File: src/rtl/a2d_conv_sched.sv
// a2d_conv_sched: round-robin A2D conversion sequencer for a shared SPI master.
// Each conversion issues a channel-select command and then a read-back.
// Conversions are spaced by a programmable gap. The latest 12-bit result per
// channel is held, and SPI transactions that never complete are flagged.
module a2d_conv_sched #(
  parameter int         GAP_CYCLES = 2048,
  parameter int         TIMEOUT    = 255,
  parameter logic [2:0] CH_BATT    = 3'd0,
  parameter logic [2:0] CH_CURR    = 3'd1,
  parameter logic [2:0] CH_BRAKE   = 3'd3,
  parameter logic [2:0] CH_TORQUE  = 3'd4
) (
  input  logic        clk,
  input  logic        rst,
  input  logic        en,
  input  logic        clr_err,
  input  logic        done,
  input  logic [15:0] rd_data,
  output logic        wrt,
  output logic [15:0] cmd,
  output logic [11:0] batt,
  output logic [11:0] curr,
  output logic [11:0] brake,
  output logic [11:0] torque,
  output logic [3:0]  chnl_vld,
  output logic        cnv_cmplt,
  output logic        timeout_err
);

  typedef enum logic [3:0] {
    S_IDLE,
    S_GAP,
    S_CMD,
    S_WAIT1,
    S_HOLD,
    S_READ,
    S_WAIT2,
    S_ABORT,
    S_NEXT
  } state_t;

  localparam logic [15:0] GAP_LAST = 16'(GAP_CYCLES - 1);
  localparam logic [9:0]  TMO_LAST = 10'(TIMEOUT - 1);

  state_t      r_state;
  state_t      w_state_next;
  logic [1:0]  r_ptr;
  logic [15:0] r_gap_cnt;
  logic [9:0]  r_tmo_cnt;

  logic        r_wrt;
  logic [15:0] r_cmd;
  logic [3:0]  r_chnl_vld;
  logic        r_cnv_cmplt;
  logic        r_timeout_err;
  logic [11:0] r_res [4];

  logic [2:0]  w_ch;
  logic        w_tmo_hit;
  logic        w_rd_ok;
  logic        w_chan_end;
  logic        w_unused_rd_hi;

  // Only the low 12 bits of the read-back carry the conversion result.
  assign w_unused_rd_hi = ^rd_data[15:12];

  // Map the round-robin pointer to the A2D channel number.
  always_comb begin
    w_ch = CH_BATT;
    case (r_ptr)
      2'd0: w_ch = CH_BATT;
      2'd1: w_ch = CH_CURR;
      2'd2: w_ch = CH_BRAKE;
      2'd3: w_ch = CH_TORQUE;
      default: w_ch = CH_BATT;
    endcase
  end

  // The counter reaches TIMEOUT-1 on this clock: the wait is over.
  assign w_tmo_hit  = ((r_tmo_cnt + 10'd1) == TMO_LAST);
  // Read-back completed: the result is captured on this edge.
  assign w_rd_ok    = (r_state == S_WAIT2) && done;
  // Current channel is finished, either with data or by abort.
  assign w_chan_end = w_rd_ok || (r_state == S_ABORT);

  // Next-state logic; done only matters while waiting on a transaction.
  always_comb begin
    w_state_next = r_state;
    case (r_state)
      S_IDLE:  if (en) w_state_next = S_GAP;
      S_GAP:   if (r_gap_cnt == GAP_LAST) w_state_next = S_CMD;
      S_CMD:   w_state_next = S_WAIT1;
      S_WAIT1: begin
        if (done)           w_state_next = S_HOLD;
        else if (w_tmo_hit) w_state_next = S_ABORT;
      end
      S_HOLD:  w_state_next = S_READ;
      S_READ:  w_state_next = S_WAIT2;
      S_WAIT2: begin
        if (done)           w_state_next = S_NEXT;
        else if (w_tmo_hit) w_state_next = S_ABORT;
      end
      S_ABORT: w_state_next = S_NEXT;
      S_NEXT:  w_state_next = en ? S_GAP : S_IDLE;
      default: w_state_next = S_IDLE;
    endcase
  end

  // State register, gap/timeout counters and channel pointer.
  always_ff @(posedge clk) begin
    if (rst) begin
      r_state   <= S_IDLE;
      r_ptr     <= 2'd0;
      r_gap_cnt <= 16'd0;
      r_tmo_cnt <= 10'd0;
    end else begin
      r_state <= w_state_next;
      // Counters are held at zero outside their states, so entry always starts at 0.
      if (r_state == S_GAP) r_gap_cnt <= r_gap_cnt + 16'd1;
      else                  r_gap_cnt <= 16'd0;
      if ((r_state == S_WAIT1) || (r_state == S_WAIT2)) r_tmo_cnt <= r_tmo_cnt + 10'd1;
      else                                              r_tmo_cnt <= 10'd0;
      if (w_chan_end) r_ptr <= r_ptr + 2'd1;
    end
  end

  // Registered SPI strobe/command plus per-channel strobe, round-end pulse and error flag.
  always_ff @(posedge clk) begin
    if (rst) begin
      r_wrt         <= 1'b0;
      r_cmd         <= 16'h0000;
      r_chnl_vld    <= 4'd0;
      r_cnv_cmplt   <= 1'b0;
      r_timeout_err <= 1'b0;
    end else begin
      // Decoding from the next state makes wrt high exactly during CMD and READ.
      r_wrt <= (w_state_next == S_CMD) || (w_state_next == S_READ);
      if (w_state_next == S_CMD) r_cmd <= {2'b00, w_ch, 11'h000};
      r_chnl_vld  <= w_rd_ok ? (4'b0001 << r_ptr) : 4'd0;
      r_cnv_cmplt <= w_chan_end && (r_ptr == 2'd3);
      // A new abort takes priority over a coincident clear.
      if (r_state == S_ABORT) r_timeout_err <= 1'b1;
      else if (clr_err)       r_timeout_err <= 1'b0;
    end
  end

  genvar gi;
  generate
    for (gi = 0; gi < 4; gi++) begin : g_res
      // Capture the read-back into this channel's result register.
      always_ff @(posedge clk) begin
        if (rst)                                r_res[gi] <= 12'd0;
        else if (w_rd_ok && (r_ptr == 2'(gi)))  r_res[gi] <= rd_data[11:0];
      end
    end
  endgenerate

  assign wrt         = r_wrt;
  assign cmd         = r_cmd;
  assign batt        = r_res[0];
  assign curr        = r_res[1];
  assign brake       = r_res[2];
  assign torque      = r_res[3];
  assign chnl_vld    = r_chnl_vld;
  assign cnv_cmplt   = r_cnv_cmplt;
  assign timeout_err = r_timeout_err;

endmodule

File: config.mk
export PLATFORM = sky130hd
export DESIGN_NAME = a2d_conv_sched
export DESIGN_NICKNAME = d
export VERILOG_FILES = /design/src/rtl/a2d_conv_sched.sv
export SDC_FILE = /design/constraint.sdc
export NUM_CORES = 1
export LEC_CHECK = 0
export ABC_CLOCK_PERIOD_IN_PS = 2000
export CORE_MARGIN = 2
export CORE_UTILIZATION = 50
export DETAILED_ROUTE_END_ITERATION = 10
export PLACE_DENSITY = 0.78
export SETUP_SLACK_MARGIN = 0.5
export SLEW_MARGIN = 20
export SYNTH_ARGS = -nofsm -noshare
export SYNTH_HDL_FRONTEND = slang
export SYNTH_SLANG_ARGS = --single-unit
File: constraint.sdc
create_clock -name clk -period 2 [get_ports clk]
set_input_delay 0.4 -clock clk [delete_from_list [all_inputs] [get_ports clk]]
set_output_delay 0.4 -clock clk [all_outputs]
set_load 0.05 [all_outputs]
# Yosys cells after proc, flatten, opt, wreduce, memory -nomap -nowiden
# Memories as Yosys holds them, arrays and structs flattened.
# Cells that the tools add are included.
[totals]
inputBits = 21
memories = 1
ff_bits = 42
romBits = 0
latchBits = 0
mem_bits_rw = 48
wordCells = 79
[memory_table]
columns = ["name", "words", "word_bits", "rd", "rd_ports_with_merged_regs", "write_ports", "line_no", "source"]
rows = [
  ["r_res", 4, 12, 4, 0, 4, "56", "logic [11:0] r_res [4];"],
]
[op_classes]
n_div = 0
reduce_logical = 15
n_addsub = 3
bitwise_logic = 7
n_eq_ne = 15
magnitude_cmp = 0
muxes = 28
n_shift = 1
multipliers = 0
[ops]
columns = ["cell", "n"]
rows = [
  ["$mux 12", 4],
  ["$pmux 4 s9", 1],
  ["$eq 4x3->1 const B", 5],
  ["$mux 4", 5],
  ["$mux 1", 17],
  ["$add 16x1->16 const B", 1],
  ["$eq 16x11->1 const B", 1],
  ["$eq 4x2->1 const B", 3],
  ["$pmux 3 s4", 1],
  ["$add 10x1->10 const B", 1],
  ["$eq 10x8->1 const B", 1],
  ["$logic_and 1x1->1", 6],
  ["$reduce_or 2->1", 3],
  ["$eq 2x2->1 const B", 2],
  ["$eq 4x1->1 const B", 1],
  ["$eq 4x4->1 const B", 1],
  ["$logic_not 4->1", 1],
  ["$or 1x1->1", 4],
  ["$shl 1x2->4 const A", 1],
  ["$logic_or 1x1->1", 3],
  ["$not 1->1", 3],
  ["$add 2x1->2 const B", 1],
  ["$eq 2x1->1 const B", 1],
  ["$logic_not 2->1", 1],
  ["$reduce_bool 2->1", 1],
]

# Logic depth before layout (Yosys ltp)
# Gate-level depths: netlist of run 1.
[depth]
ltp_word = 7
ltp_mapped = 6
depth_no_buf = 6

# Least setup slack after synthesis of run 1
# OpenSTA, ideal clock, no wires.
[synth_path]
path_kind = "input to register"
startpoint = "input port rst"
endpoint = "memory r_res[0][0], data pin"
t_arrival_ps = 1386
t_required_ps = 1745
path_stages = 6
setup_time_ps = 255
setup_slack_ps = 359
path_cell_list = "clkbuf_1 -> and2b_1 -> and3_1 -> buf_6 -> buf_6 -> and3_1"
[synth_rtl]
columns = ["item", "line_no", "source"]
rows = [
  ["start: declaration", "14", "input logic rst,"],
  ["end: declaration", "56", ""],
]

==> flow_metrics.tcl, run 1 <==
set metrics [dict create \
    startpoint_type "flip-flop" \
    fin_ws_ps 457.5 \
    critPathTopFamily "simple AND/OR/NAND/NOR gates" \
    cts.path.max_buffers 2 \
    initial_core_util_pct 50.85 \
    yosys_warnings 0 \
    drtIter0Drc 135 \
    period_needed_ps 1542 \
    yosysTopAreaCellShare_pct 37.07 \
    synth_largest_area_cell "edfxtp_1" \
    critical_path_class "flip-flop to flip-flop" \
    overflow 0 \
    grt_usage_pct 18.16 \
    fmax_mhz 648.3 \
    post-place-ws_ps 91.06 \
    required_ps 2220 \
    min_path_cells 1 \
    synthTopCellsByArea "edfxtp_1 37%, dfxtp_1 22%, and3_1 8.8%, nor2_1 4.3%, xnor2_1 3.4%" \
    synth.top_cells.by_count "55 x and3_1, 48 x edfxtp_1, 45 x nor2_1, 42 x dfxtp_1, 15 x xnor2_1" \
    ir_drop_uv 382.3 \
    fillCellCount 568 \
    synth_area_um2 3889 \
    die_h_um 92.19 \
    slowest_delay_ps 350 \
    end_kind "flip-flop" \
    synth_flop_cell "edfxtp_1" \
    finalNetCount 468 \
    clk_pin_slew_ps 90 \
    power_density_nw_per_um2 672.3 \
    avgSynthCellArea_um2 11.37 \
    wl_per_cell_um 15.69 \
    fin_setup_tns_ps 0 \
    root_buffer "clkbuf_8" \
    htree_num_levels 3 \
    p_leak_nw 2.170 \
    synth_cells 342 \
    worst-r2r-setup-slack_ps 460 \
    regArea_um2 2318 \
    drive_above_1_share_pct 33.63 \
    seq_area_frac_synth_pct 58.69 \
    hp-class "flip-flop to flip-flop" \
    setup_viol 0 \
    outcome "finished, final reports clean" \
    drv_cap 0 \
    yosys.cell_count.top_type "and3_1" \
    arrival_ps 1760 \
    ys_types 45 \
    path_cells "and2b_4, and2b_1, and3_4, clkbuf_16, and3_1" \
    wl_um 8553 \
    cpMaxStageDelayCell "dfxtp_4" \
    finalPower_mw 3.467 \
    cts_hold_buffers 0 \
    reg2reg_from "r_state[3]$_SDFF_PP0_" \
    dp_hpwl_um 4995 \
    cts-buffers-inserted 9 \
    multi_input_area_um2 1579 \
    die-area_um2 8499 \
    timing.rr.end "r_res[1][7]$_SDFFCE_PN0P_" \
    rsz0062_at_grt "true" \
    vias 2855 \
    skew_ps 8.001 \
    ioPinCount 92 \
    grt_max_degree 27 \
    cp_num_buf_inv 1 \
    die-width_um 92.19 \
    synth_edf_count 48 \
    grt_pass1_vias 2573 \
    fin_crit_sh_pct 77.12 \
    placementRows 32 \
    r2r_cells 5 \
    drc 0 \
    async_flop_share_pct 0 \
    ys_ff_latch 90 \
    worstHoldEndpoint "r_gap_cnt[0]$_SDFF_PP0_" \
    diodes 0 \
    grt_antenna_before_repair 0 \
    port-buffer-count 74 \
    drt-vias-per-instance 5.239 \
    worstSkewPairLatency_ps 350 \
    core_area_um2 7647 \
    slew_violations 0 \
    first_pass_iters 4 \
    worstHoldStart "r_gap_cnt[0]$_SDFF_PP0_" \
    cts_tree "yes" \
    grt_pass1_wl_um 12120 \
    gp_congestion 0.8144 \
    area_delta_synth_final_pct 32.63 \
    cp_max_fo 7 \
    clock-sinks 90 \
    drtAntennaViolNets 0 \
    hold_viol 0 \
]
-- routing by layer --
layer	vias up	track usage (%)	part of all wire, %	routed length, µm
met5	-	0	0	0
met4	0	7.090	2.7	228
met3	23	4.026	7.5	645
met2	140	31.99	51	4321
met1	1328	21.61	39	3358
li1	1364	-	-	-
-- how the worst max path moves through the flow --
stage,startpoint,depth (start not counted),slack [ps],end
floorplan,rst,6,460,r_res[0][0]$_SDFFCE_PN0P_
global placement,rst,5,100,r_res[0][0]$_SDFFCE_PN0P_
detailed placement,rst,5,90,r_res[1][3]$_SDFFCE_PN0P_
CTS,r_gap_cnt[14]$_SDFF_PP0_,5,460,r_state[0]$_SDFF_PP0_
global route,r_gap_cnt[1]$_SDFF_PP0_,6,370,r_gap_cnt[14]$_SDFF_PP0_
finish,r_state[3]$_SDFF_PP0_,5,460,r_res[1][7]$_SDFFCE_PN0P_
-- cell families (layout without fill, tap and decap cells) --
| kind of cell | count (synthesis) | after routing | synth area share, % |
|---|---|---|---|
| XOR/XNOR | 23 | 23 | 5.180 |
| multiplexers | 5 | 5 | 1.287 |
| adder cells (fa/ha/maj) | 9 | 9 | 2.896 |
| AO/OA/AOI/OAI | 25 | 25 | 4.247 |
| buffers and inverters | 41 | 130 | 6.435 |
| other | 1 | 13 | 0.09643 |
| flip-flops | 90 | 90 | 58.69 |
| AND/OR/NAND/NOR | 148 | 148 | 21.17 |
-- where the power goes --
group          leakage (nW)  internal, mW  switching, mW
Sequential            0.844          1.97         0.0193
Clock                0.0933         0.496          0.650
Combinational          1.23        0.0814          0.251
Total                  2.17          2.55          0.921
-- metrics by stage --
step / area, µm² / util (%) / hold WS, ps / cells
5_1_grt: 5157 / 67.44 / 458.8 / 545
2_1_floorplan: 3963 / - / 426.0 / 354
6_report: 5157 / 67.44 / 446.0 / 545
3_5_place_dp: 4677 / 61.16 / 452.5 / 507
4_1_cts: 5010 / 65.51 / 472.8 / 532
3_3_place_gp: 4677 / 61.16 / 437.4 / 507
-- cell usage in the layout (no fill, tap or decap), types with 13 or more instances in the layout --
cell type | Yosys | final
edfxtp_1 | 48 | 48
dfxtp_1 | 42 | 25
conb_1 | 1 | 13
buf_2 | 2 | 36
and3_1 | 55 | 53
buf_4 | 13 | 20
xnor2_1 | 15 | 14
clkdlybuf4s15_2 | 0 | 22
nor2_1 | 45 | 43
clkdlybuf4s50_1 | 0 | 16
-- final cells by class --
class	instances	area share, %
flip-flops and latches	90	44.95
multi-input cells	223	30.62
repair buffers	103	17.56
clock buffers	10	2.669
well taps	102	2.475
clock inverters	6	0.9219
inverters	11	0.8006
-- sequential cells by signal, indices dropped and copies added (netlist names) --
name / flops
r_gap_cnt: 16
cmd: 3
chnl_vld: 4
r_ptr: 2
r_res: 48
timeout_err: 1
wrt: 1
r_tmo_cnt: 10
r_state: 4
cnv_cmplt: 1
-- repair_timing --
item	4_1_cts	5_1_grt
resized for setup	220	81
pin swaps	1	9
setup endpoints to repair	165	138
cloned	1	5
setup buffers	8	8
Power figures use the tool's default switching activity.
==> run 2: changes to the inputs <==
--- a/config.mk
+++ b/config.mk
@@ -5,11 +5,11 @@
 export SDC_FILE = /design/constraint.sdc
 export NUM_CORES = 1
 export LEC_CHECK = 0
-export ABC_CLOCK_PERIOD_IN_PS = 2000
+export ABC_CLOCK_PERIOD_IN_PS = 1270
 export CORE_MARGIN = 2
-export CORE_UTILIZATION = 50
+export CORE_UTILIZATION = 45
 export DETAILED_ROUTE_END_ITERATION = 10
-export PLACE_DENSITY = 0.78
+export PLACE_DENSITY = 0.74
 export SETUP_SLACK_MARGIN = 0.5
 export SLEW_MARGIN = 20
 export SYNTH_ARGS = -nofsm -noshare
==> constraint.sdc (replaced) <==
create_clock -name clk -period 1.27 [get_ports clk]
set_input_delay 0.254 -clock clk [delete_from_list [all_inputs] [get_ports clk]]
set_output_delay 0.254 -clock clk [all_outputs]
set_load 0.05 [all_outputs]
==> run 2 against run 1 <==
Compared with the run above: the flow now finishes with violations (setup timing); fmax decreased by 1.2%; global-route usage increased by 2.0 points; cell count increased by 7.7%; total power increased by 67%; critical endpoint is now r_state[0]$_SDFF_PP0_; largest cell class unchanged; highest routed layer unchanged.
==> flow_metrics.tcl, run 2 (synthesized netlist as in run 1, its figures left out) <==
set metrics [dict create \
    mostFrequentLayoutCell "buf_12" \
    worstHoldEndpoint "r_gap_cnt[10]$_SDFF_PP0_" \
    violations "setup timing" \
    finalNetCount 507 \
    worst-r2r-setup-slack_ps -290 \
    grt_antenna_before_repair 0 \
    drt-vias-per-instance 5.152 \
    largestRegisters "r_res: 48 flops, r_gap_cnt: 16 flops, r_tmo_cnt: 10 flops" \
    grt_pass1_wl_um 14840 \
    finalPower_mw 5.803 \
    die-width_um 96.96 \
    largest_reg_flops 48 \
    startpoint "r_gap_cnt[14]$_SDFF_PP0_" \
    regMostFlops "r_res" \
    first_pass_iters 4 \
    end_kind "flip-flop" \
    grt_use_met1_pct 23.86 \
    initial_core_util_pct 46.86 \
    timing.rr.end "r_state[0]$_SDFF_PP0_" \
    rsz0062_at_grt "true" \
    die_h_um 96.96 \
    fin_util_pct 77.11 \
    ioPinCount 92 \
    regArea_um2 2340 \
    drtAntennaViolNets 0 \
    r2r_cells 5 \
    critical_path_class "flip-flop to flip-flop" \
    p_switching_mw 1.473 \
    arrival_ps 1800 \
    p_int_mw 4.329 \
    hp-class "flip-flop to flip-flop" \
    fmax_mhz 640.3 \
    cp_max_fo 2 \
    skew_ps 7.643 \
    reg2reg_from "r_gap_cnt[14]$_SDFF_PP0_" \
    p_clk_share_pct 32.7 \
    clk_pin_slew_ps 80 \
    cts_tree "yes" \
    worstSkewPairLatency_ps 360 \
    fillCellCount 513 \
    placementRows 33 \
    required_ps 1510 \
    overflow 0 \
    cpMaxStageDelayCell "or4_4" \
    cts.path.max_buffers 2 \
    wl_per_cell_um 16.06 \
    hold_viol 0 \
    min_path_cells 2 \
    path_cells "or4_4, nor2_4, a31oi_1, a211oi_2, o41ai_2" \
    root_buffer "clkbuf_8" \
    drtIter0Drc 113 \
    drive_above_1_share_pct 47.10 \
    p_leak_nw 2.669 \
    grt.busiest_layer "met2" \
    fin_crit_sh_pct 123.0 \
    fin_ws_ps -291.7 \
    drv_cap 0 \
    use_met2_pct 35.10 \
    grtUsageMet3_pct 4.913 \
    p_sw_share_pct 25.39 \
    area_delta_synth_final_pct 64.58 \
    outcome "finished, violations left" \
    ir_drop_uv 623.3 \
    setup_viol 118 \
    final_cell_mix "61 x buf_12, 53 x and3_1, 48 x buf_4, 48 x edfxtp_1, 31 x nor2_1" \
    port-buffer-count 74 \
    combinationalPowerShare_pct 13.0 \
    power_density_nw_per_um2 906.7 \
    cts-buffers-inserted 9 \
    core_area_um2 8299 \
    multi_input_area_um2 1813 \
    dp_hpwl_um 6229 \
    clock-sinks 90 \
    period_needed_ps 1562 \
    grt_usage_pct 20.12 \
    vias 3024 \
    wl_um 9428 \
    die-area_um2 9401 \
    holdWs_ps 522.0 \
    gp_congestion 0.7782 \
    diodes 0 \
    startpoint_type "flip-flop" \
    sequentialPowerShare_pct 54.4 \
    post-place-ws_ps -475.8 \
    htree_num_levels 3 \
    grt_max_degree 53 \
    slowest_delay_ps 540 \
    drc 0 \
    worstHoldStart "r_gap_cnt[10]$_SDFF_PP0_" \
    grt_pass1_vias 2919 \
    slew_violations 0 \
]
[run 2: cell count changes in the layout (fill, tap and decap cells not counted), moves of 9 or more]
cell             before  now
clkdlybuf4s15_2      22    0
nor2_1               43   31
buf_6                 4   13
buf_12                1   61
dfxtp_2              11   25
buf_2                36    0
dfxtp_1              25   10
buf_4                20   48
[run 2: final cells by class]
cell class	instances	share of cell area (%)
multi-input cells	227	28.33
clock buffers	11	2.053
clock inverters	5	0.8602
well taps	105	2.053
inverters	11	0.6452
repair buffers	138	29.50
flip-flops and latches	90	36.56
[run 2: what timing repair did]
item,4_1_cts,5_1_grt
cloned,4,0
pin swaps,23,16
hold buffers,0,0
resized for setup,50,28
buffers inserted,5,9
setup endpoints to repair,196,196
[run 2: routing by layer]
metal / vias up / wire, µm
met3: 23 / 483
met4: 0 / 206
li1: 1451 / -
met5: - / 0
met2: 113 / 5032
met1: 1437 / 3706
[run 2: power groups by stage]
stage	registers [mW]	clock network (mW)	logic, mW
after floorplan	3.39	0	0.222
after CTS	3.16	1.90	0.735
after global placement	3.23	0	0.700
after global routing	3.16	2.06	0.774
after detailed placement	3.23	0	0.706
final	3.15	1.90	0.752
[run 2: worst max path at each step]
stage,endpoint
floorplan,r_res[0][0]$_SDFFCE_PN0P_
global placement,r_res[3][10]$_SDFFCE_PN0P_
detailed placement,r_res[3][8]$_SDFFCE_PN0P_
CTS,r_state[0]$_SDFF_PP0_
global route,r_state[0]$_SDFF_PP0_
finish,r_state[0]$_SDFF_PP0_
[run 2: critical path, delay by kind of cell, from the launching register on]
kind,cells,cell delay [ps]
flip-flops,1,330
AND/OR/NAND/NOR,2,670
AO/OA/AOI/OAI,3,440
[run 2: through the flow]
step                instances  instance area (µm²)  TNS (ps)
floorplan                 354                 4146    -16890
global placement          553                 5749    -49180
detailed placement        553                 5749    -50860
CTS                       578                 6217    -19310
global route              587                 6400    -26070
finish                    587                 6400    -21130
==> run 3: changes to the inputs <==
--- a/config.mk
+++ b/config.mk
@@ -7,9 +7,9 @@
 export LEC_CHECK = 0
 export ABC_CLOCK_PERIOD_IN_PS = 1270
 export CORE_MARGIN = 2
-export CORE_UTILIZATION = 45
+export CORE_UTILIZATION = 30
 export DETAILED_ROUTE_END_ITERATION = 10
-export PLACE_DENSITY = 0.74
+export PLACE_DENSITY = 0.53
 export SETUP_SLACK_MARGIN = 0.5
 export SLEW_MARGIN = 20
 export SYNTH_ARGS = -nofsm -noshare
==> run 3 against run 2 <==
Compared with the run above: the flow still finishes with violations (setup timing); wire length rose by 6.4%; critical path depth did not move; die area rose by 48%; total power rose by 14%; final area rose by 3.8%; sequential power barely moved; non-clock buffer count rose by 2; register-to-register slack barely moved.
==> flow_metrics.tcl, run 3 (synthesized netlist as in run 1, its figures left out) <==
set metrics [dict create \
    outcome "finished, violations left" \
    violations "setup timing" \
    vias 3002 \
    drc 0 \
    die_h_um 117.9 \
    timing.rr.end "r_res[0][6]$_SDFFCE_PN0P_" \
    die-width_um 117.9 \
    fin_ws_ps -301.1 \
    regMostFlops "r_res" \
    finalNetCount 509 \
    fmax_mhz 636.5 \
    dp_hpwl_um 6724 \
    first_pass_iters 4 \
    clock-sinks 90 \
    largest_reg_flops 48 \
    overflow 0 \
    dr.max_layer_used "met4" \
    arrival_ps 1790 \
    wl_um 10030 \
    root_buffer "clkbuf_16" \
    met1_length_um 4233 \
    drv_cap 0 \
    grt_antenna_before_repair 0 \
    grt_pass1_vias 2939 \
    finalPower_mw 6.616 \
    area_delta_synth_final_pct 70.88 \
    grt_usage_pct 14.00 \
    fin_setup_tns_ps -23640 \
    drtIter0Drc 126 \
    min_path_cells 2 \
    placementRows 41 \
    fin_util_pct 52.66 \
    gp_congestion 0.7752 \
    cts.path.max_buffers 2 \
    startpoint_type "flip-flop" \
    p_leak_nw 2.714 \
    mostFrequentLayoutCell "buf_12" \
    holdWs_ps 515.6 \
    worstHoldStart "r_gap_cnt[7]$_SDFF_PP0_" \
    cp_max_fo 8 \
    worstHoldEndpoint "r_gap_cnt[7]$_SDFF_PP0_" \
    hp-class "flip-flop to flip-flop" \
    post-place-ws_ps -479.1 \
    final_cell_mix "62 x buf_12, 48 x edfxtp_1, 45 x buf_4, 43 x and3_1, 36 x nor2_1" \
    core_area_um2 12620 \
    cts-buffers-inserted 9 \
    r2r_cells 5 \
    end_kind "flip-flop" \
    critical_path_class "flip-flop to flip-flop" \
    drt-vias-per-instance 4.576 \
    wl_per_cell_um 15.29 \
    setup_viol 120 \
    drive_above_1_share_pct 46.07 \
    port-buffer-count 74 \
    largestRegisters "r_res: 48 flops, r_gap_cnt: 16 flops, r_tmo_cnt: 10 flops" \
    ioPinCount 92 \
    grt_pass1_wl_um 15420 \
    clk_pin_slew_ps 70 \
    initial_core_util_pct 30.81 \
    cts_tree "yes" \
    reg2reg_from "r_state[3]$_SDFF_PP0_" \
    htree_num_levels 3 \
    drtAntennaViolNets 0 \
    grt_max_degree 27 \
    required_ps 1490 \
    period_needed_ps 1571 \
    skew_ps 6.738 \
    diodes 0 \
    worstSkewPairLatency_ps 340 \
    die-area_um2 13890 \
    hold_viol 0 \
    rsz0062_at_grt "true" \
    wl_met3_um 502 \
    power_density_nw_per_um2 995.7 \
    ir_drop_uv 526.0 \
    fin_crit_sh_pct 123.7 \
    slew_violations 0 \
    worst-r2r-setup-slack_ps -300 \
    wl_met2_um 5128 \
]
run 3: cell types whose count changed in the layout (fill, tap and decap cells not counted), moves of 4 or more:
cell	change
nor2_1	+5
and3_1	-10
dfxtp_2	-4
clkbuf_16	+13
dfxtp_1	+6
and3_4	+10
clkbuf_8	-9
run 3: how the worst max path moves through the flow:
stage	slack, ps	start	endpoint
2_1_floorplan	-240	r_state[3]$_SDFF_PP0_	r_res[0][0]$_SDFFCE_PN0P_
3_3_place_gp	-460	rst	r_res[0][11]$_SDFFCE_PN0P_
3_5_place_dp	-480	rst	r_res[3][11]$_SDFFCE_PN0P_
4_1_cts	-250	r_gap_cnt[14]$_SDFF_PP0_	r_state[0]$_SDFF_PP0_
5_1_grt	-350	r_state[3]$_SDFF_PP0_	r_res[0][6]$_SDFFCE_PN0P_
6_report	-300	r_state[3]$_SDFF_PP0_	r_res[0][6]$_SDFFCE_PN0P_
run 3: repair_timing:
action                                  in CTS  in global routing
buffers inserted                             2                  2
resized for setup                           32                 26
endpoints found under the setup margin     196                196
cloned                                       5                  6
hold buffers                                 0                  0
pin swaps                                   19                 12
run 3: where the power goes:
| part | leakage [nW] | total (mW) | switching (mW) | internal, mW |
|---|---|---|---|---|
| combinational | 1.72 | 0.741 | 0.427 | 0.314 |
| sequential | 0.849 | 3.17 | 0.0590 | 3.11 |
| clock | 0.145 | 2.71 | 1.15 | 1.55 |
| total | 2.71 | 6.62 | 1.64 | 4.98 |
run 3: area by class of cell:
class	instances	area, µm²
Clock buffer	10	229.0
Clock inverter	6	75.07
Fill cell	1130	5974
Inverter	11	41.29
Multi-Input combinational cell	227	1755
Sequential cell	90	2327
Tap cell	172	215.2
Timing Repair Buffer	140	2002
run 3: critical path: stages, from the launching register on:
cell	delay, ps
dfxtp_2	320
and2b_4	260
and2b_1	150
and3_4	340
clkbuf_16	200
and3_4	160
run 3: routing by layer:
| metal | up-vias | GRT usage [%] |
|---|---|---|
| met5 | - | 0 |
| met4 | 0 | 5.873 |
| met3 | 14 | 2.907 |
| met2 | 87 | 23.95 |
| met1 | 1440 | 17.12 |
| li1 | 1461 | - |
run 3: through the flow:
step | instance area, µm² | instances
3_5_place_dp | 5883 | 625
4_1_cts | 6402 | 648
3_3_place_gp | 5883 | 625
2_1_floorplan | 4146 | 354
5_1_grt | 6645 | 656
6_report | 6645 | 656
